==> src/rtl/pacman_int_ctrl.sv <==
// Pac-Man Z80 maskable-interrupt responder.
//
// Generates the periodic (vblank-rate) interrupt request and gates it with the
// memory-mapped interrupt-enable latch. The IM2 vector written by the CPU to an
// I/O port is held here and driven onto the CPU data-in mux during the Z80
// interrupt-acknowledge cycle.
//
// Ports:
//   clk, rst      - system clock; asynchronous active-high reset
//   cpu_A         - tv80s address bus
//   cpu_dout      - tv80s write data
//   cpu_m1_n      - tv80s M1 (active-low)
//   cpu_mreq_n    - tv80s MREQ (active-low)
//   cpu_iorq_n    - tv80s IORQ (active-low)
//   cpu_wr_n      - tv80s WR (active-low)
//   cpu_int_n     - interrupt request to tv80s (active-low)
//   int_di        - vector byte for the cpu_di mux
//   int_di_valid  - selects int_di over rom/ram in the cpu_di mux
//   int_en        - interrupt-enable latch state
//   tick_overrun  - sticky: a timer tick was lost
module pacman_int_ctrl #(
  parameter int unsigned TICK_CYCLES = 100000,
  parameter logic [15:0] INT_EN_ADDR = 16'h5000,
  parameter logic [7:0]  VEC_PORT    = 8'h00,
  parameter logic [7:0]  VEC_RESET   = 8'hFF
) (
  input  logic        clk,
  input  logic        rst,
  input  logic [15:0] cpu_A,
  input  logic [7:0]  cpu_dout,
  input  logic        cpu_m1_n,
  input  logic        cpu_mreq_n,
  input  logic        cpu_iorq_n,
  input  logic        cpu_wr_n,
  output logic        cpu_int_n,
  output logic [7:0]  int_di,
  output logic        int_di_valid,
  output logic        int_en,
  output logic        tick_overrun
);

  localparam logic [17:0] TickLast = 18'(TICK_CYCLES - 1);

  typedef enum logic [1:0] {StIdle, StPend, StAck} state_e;

  state_e      state_q;
  logic [17:0] cnt_q;
  logic        tick;
  logic        mem_wr_c, io_wr_c, ack_c;
  logic        mem_wr_q, io_wr_q, ack_q;
  logic        mem_wr_ev, io_wr_ev, ack_ev;
  logic        int_en_q;
  logic [7:0]  vec_q;
  logic        pending_q;
  logic        int_n_q;
  logic        valid_q;
  logic [7:0]  di_q;
  logic        overrun_q;

  // Bus strobe conditions (levels).
  assign mem_wr_c = !cpu_mreq_n && !cpu_wr_n && (cpu_A == INT_EN_ADDR);
  assign io_wr_c  = !cpu_iorq_n && !cpu_wr_n && cpu_m1_n && (cpu_A[7:0] == VEC_PORT);
  assign ack_c    = !cpu_m1_n && !cpu_iorq_n;

  // Events fire only in the first cycle a condition holds.
  assign mem_wr_ev = mem_wr_c && !mem_wr_q;
  assign io_wr_ev  = io_wr_c && !io_wr_q;
  assign ack_ev    = ack_c && !ack_q;

  assign tick = (cnt_q == TickLast);

  // Strobe history, timer, enable latch and vector register.
  always_ff @(posedge clk or posedge rst) begin
    if (rst) begin
      mem_wr_q <= 1'b0;
      io_wr_q  <= 1'b0;
      ack_q    <= 1'b0;
      cnt_q    <= '0;
      int_en_q <= 1'b0;
      vec_q    <= VEC_RESET;
    end else begin
      mem_wr_q <= mem_wr_c;
      io_wr_q  <= io_wr_c;
      ack_q    <= ack_c;
      cnt_q    <= tick ? '0 : cnt_q + 18'd1;
      if (mem_wr_ev) int_en_q <= cpu_dout[0];
      if (io_wr_ev)  vec_q    <= cpu_dout;
    end
  end

  // Request / acknowledge FSM with registered outputs. All decisions use the
  // pre-edge int_en and vector, so a same-cycle write is seen one cycle later.
  always_ff @(posedge clk or posedge rst) begin
    if (rst) begin
      state_q   <= StIdle;
      pending_q <= 1'b0;
      int_n_q   <= 1'b1;
      valid_q   <= 1'b0;
      di_q      <= VEC_RESET;
      overrun_q <= 1'b0;
    end else begin
      case (state_q)
        StIdle: begin
          // A tick while disabled is simply dropped; a pending tick waits for
          // the enable to return.
          if (int_en_q && (tick || pending_q)) begin
            state_q   <= StPend;
            int_n_q   <= 1'b0;
            pending_q <= 1'b0;
          end
        end
        StPend: begin
          if (tick) overrun_q <= 1'b1;
          if (ack_ev) begin
            state_q <= StAck;
            di_q    <= vec_q;
            valid_q <= 1'b1;
            int_n_q <= 1'b1;
          end else if (!int_en_q) begin
            state_q <= StIdle;
            int_n_q <= 1'b1;
          end
        end
        StAck: begin
          // One-deep queue for ticks arriving while the vector is on the bus.
          if (!int_en_q) begin
            pending_q <= 1'b0;
          end else if (tick) begin
            if (pending_q) overrun_q <= 1'b1;
            else           pending_q <= 1'b1;
          end
          if (!ack_c) begin
            state_q <= StIdle;
            valid_q <= 1'b0;
          end
        end
        default: state_q <= StIdle;
      endcase
    end
  end

  assign cpu_int_n    = int_n_q;
  assign int_di       = di_q;
  assign int_di_valid = valid_q;
  assign int_en       = int_en_q;
  assign tick_overrun = overrun_q;

endmodule

==> config.mk <==
export PLATFORM = sky130hd
export DESIGN_NAME = pacman_int_ctrl
export DESIGN_NICKNAME = d
export VERILOG_FILES = /design/src/rtl/pacman_int_ctrl.sv
export SDC_FILE = /design/constraint.sdc
export NUM_CORES = 1
export LEC_CHECK = 0
export CAP_MARGIN = 20
export CORE_MARGIN = 2
export CORE_UTILIZATION = 50
export DETAILED_ROUTE_END_ITERATION = 6
export GPL_ROUTABILITY_DRIVEN = 1
export PLACE_DENSITY = 0.79
export SYNTH_ARGS = -nofsm -noshare
export SYNTH_HDL_FRONTEND = slang
export SYNTH_SLANG_ARGS = --single-unit
==> constraint.sdc <==
create_clock -name clk -period 2.1 [get_ports clk]
set_clock_uncertainty 0.1 [all_clocks]
set_input_delay 0.21 -clock clk [delete_from_list [all_inputs] [get_ports clk]]
set_output_delay 0.21 -clock clk [all_outputs]
set_load 0.03 [all_outputs]
==> results.py <==
metrics = {
    "outcome": {
        "status": "complete, no violations",
    },
    "setup_path": {
        "crit_path_end_kind": "register",
        "required_ns": 2.18,
        "critPathArrivalTime_ns": 1.96,
        "worstPathMaxFanout": 5,
        "reg2regPathDepth": 6,
        "path_delay_family": "simple AND/OR/NAND/NOR gates",
        "crit_cells": 6,
        "regToRegStartpoint": "cnt_q[0]$_DFF_PP0_",
        "path_buf_inv": 0,
        "worstSetupPathType": "register to register",
        "critPathLaunch": "cnt_q[0]$_DFF_PP0_",
        "cp-start-kind": "register",
        "regToRegSetupSlack_ns": 0.22,
        "crit_chain": "ha_1, and4_1, and2_0, and3_1, nand3_1, mux2i_1",
        "r2r-end": "cnt_q[16]$_DFF_PP0_",
        "crit_slowest_cell": "dfrtp_1",
        "slowest_delay_ns": 0.41,
        "crit_end": "cnt_q[16]$_DFF_PP0_",
    },
    "synthesis": {
        "ys_types": 37,
        "synth-edff-count": 0,
        "synthMuxAreaShare_pct": 10.72,
        "synthArstFlopShare_pct": 100.0,
        "synth_cells": 167,
        "ys_seq_elements": 44,
        "synth_compound_area_share_pct": 3.932,
        "synth_xor_area_share_pct": 6.214,
        "syn_avg_cell_area_um2": 11.82,
        "ys_warn_count": 0,
        "synthSimpleGateAreaFrac_pct": 17.76,
        "syn_area_um2": 1973,
        "synthAdderAreaFrac_pct": 2.536,
        "synth_ff_type": "dfrtp_1",
        "syn_nets": 201,
        "synth_top_family_by_area": "simple AND/OR/NAND/NOR gates",
        "synth_seq_area_share_pct": 56.88,
    },
    "power_and_ir_drop": {
        "p_leak_nw": 1.131,
        "power_density_nw_per_um2": 731.3,
        "ir_drop_mv": 0.6165,
    },
    "clock_tree": {
        "cts_buffers": 5,
        "cts_sinks": 44,
        "hold_buffers": 0,
        "cts_max_level": 2,
        "cts_max_path_buffers": 2,
        "insertion_delay_ns": 0.29,
        "cts_resized": 0,
        "cts_tree": "yes",
        "cts.clk_slew.worst_paths_ns": 0.08,
        "cts_root_buf": "clkbuf_8",
        "post-cts-setup-buffer-count": 0,
    },
    "finish": {
        "nets": 253,
        "final_area_um2": 2594,
        "drive_above_1_share_pct": 24.09,
        "mostFrequentLayoutCells": "clkdlybuf4s50_1, dfrtp_1, mux2_2, dfstp_2, nor2_1",
        "final_util_pct": 69.80,
        "antennaDiodeCount": 0,
        "n_fill_cell": 281,
        "layout_commonest_cell": "clkdlybuf4s50_1",
        "syn2layout_area_growth_pct": 31.45,
    },
    "routing": {
        "totalWireLength_um": 3743,
        "wire_per_inst_um": 13.97,
        "drtIter0Drc": 40,
        "remaining_drc_errors": 0,
        "ant_nets": 0,
        "dr_total_vias": 1421,
        "dr.pass1.iters": 4,
        "via_per_inst": 5.302,
    },
    "floorplan": {
        "ios": 42,
        "std_cell_rows": 22,
        "die_h_um": 66.82,
        "die_area_um2": 4465,
        "die_w_um": 66.82,
        "design.core.area_um2": 3716,
        "start_util_pct": 53.10,
    },
    "sta": {
        "fmax_mhz": 531.3,
        "finalCritPeriodShare_pct": 89.63,
        "period_needed_ns": 1.882,
        "grt_setup_unrepaired": "no",
        "worst_pin_slew_ns": 0.5284,
        "maxSlewViolCount": 0,
        "setup_viol": 0,
        "finalHoldViolations": 0,
        "relSlewSlack_pct": 64.77,
    },
    "global_route": {
        "first_global_vias": 1449,
        "grt.total_usage_pct": 19.35,
        "grt_pass1_wl_um": 6320,
        "antenna_found_initial": 0,
        "grt.overflow.total": 0,
        "grt_max_degree": 45,
    },
    "hold_path": {
        "worstHoldPathType": "input pin to async pin",
    },
    "placed_design": {
        "io_buffers": 41,
        "post_dp_cell_area_um2": 2501,
        "dp_hpwl_um": 2820,
        "gp_congestion": 0.8783,
    },
    "run": {
        "drv_cap": 0,
    },
}
[layer usage]
layer / up-vias / routed length (um) / track usage (%)
met3: 5 / 155 / 5.743
met5: - / 0 / 0
met4: 0 / 45 / 6.888
met2: 37 / 1965 / 35.00
li1: 687 / - / -
met1: 692 / 1576 / 21.38
[sequential cells by signal (all words and copies together) (netlist names)]
register	flops
cpu_int_n	1
pending_q	1
tick_overrun	1
int_di_valid	1
vec_q	8
io_wr_q	1
ack_q	1
mem_wr_q	1
int_di	8
int_en	1
cnt_q	18
state_q	2
[worst register-to-register path, stage by stage, from the launching register on]
cell	delay, ns
dfrtp_1	0.41
ha_1	0.25
and4_1	0.24
and2_0	0.29
and3_1	0.25
nand3_1	0.11
mux2i_1	0.13
[where the power goes]
part	internal [mW]	switching, mW
clock	0.263	0.276
combinational	0.207	0.222
sequential	0.901	0.0284
[logic make-up after synthesis]
group                      Yosys count
AOI/OAI and AO/OA                   13
xor gates and xnor gates            14
adders and majority gates            4
buffers and inverters                8
DFF                                 44
muxes                               19
and+or+nand+nor                     65
[layout make-up]
type | count | area (um^2) | area share (%)
multi-input cells | 115 | 812.0 | 31.31
inverters | 5 | 18.77 | 0.7236
repair buffers | 48 | 488.0 | 18.81
clock buffers | 6 | 82.58 | 3.184
flip-flops and latches | 44 | 1122 | 43.27
well taps | 48 | 60.06 | 2.315
clock inverters | 2 | 10.01 | 0.3859
[metrics by stage]
stage | hold WS (ns) | cells | power [mW] | worst slack [ns] | TNS (ns)
floorplan | 0.1787 | 167 | 1.187 | 0.4190 | 0
global placement | 0.3560 | 260 | 1.356 | 0.005808 | 0
detailed placement | 0.3611 | 260 | 1.374 | -0.06320 | -0.4640
CTS | 0.2704 | 268 | 1.916 | 0.2396 | 0
global route | 0.3030 | 268 | 2.000 | 0.1531 | 0
finish | 0.2584 | 268 | 1.897 | 0.2177 | 0
[synth_stat cells, drive strengths merged, types with 3 or more instances]
master	count	area share, %
dfrtp	27	34
nor3	3	0.76
nand3	10	2.5
mux2	17	9.7
xor2	9	4.0
ha	4	2.5
buf	3	1.0
a21oi	3	0.76
nor2	17	3.4
xnor2	5	2.2
nand2	12	2.3
inv	5	0.95
dfstp	17	23
o21ai	7	1.8
and3	5	1.6
[how the worst min path moves through the flow]
stage / slack [ns] / to / cells after the start / startpoint
2_1_floorplan: 0.18 / io_wr_q$_DFF_PP0_ / 1 / cpu_iorq_n
3_3_place_gp: 0.36 / cnt_q[16]$_DFF_PP0_ / 1 / cnt_q[16]$_DFF_PP0_
3_5_place_dp: 0.36 / cnt_q[16]$_DFF_PP0_ / 1 / cnt_q[16]$_DFF_PP0_
4_1_cts: 0.27 / io_wr_q$_DFF_PP0_ / 3 / rst
5_1_grt: 0.30 / cnt_q[13]$_DFF_PP0_ / 3 / rst
6_report: 0.26 / cnt_q[13]$_DFF_PP0_ / 3 / rst
Note: power is estimated with default switching activity, not from simulation.
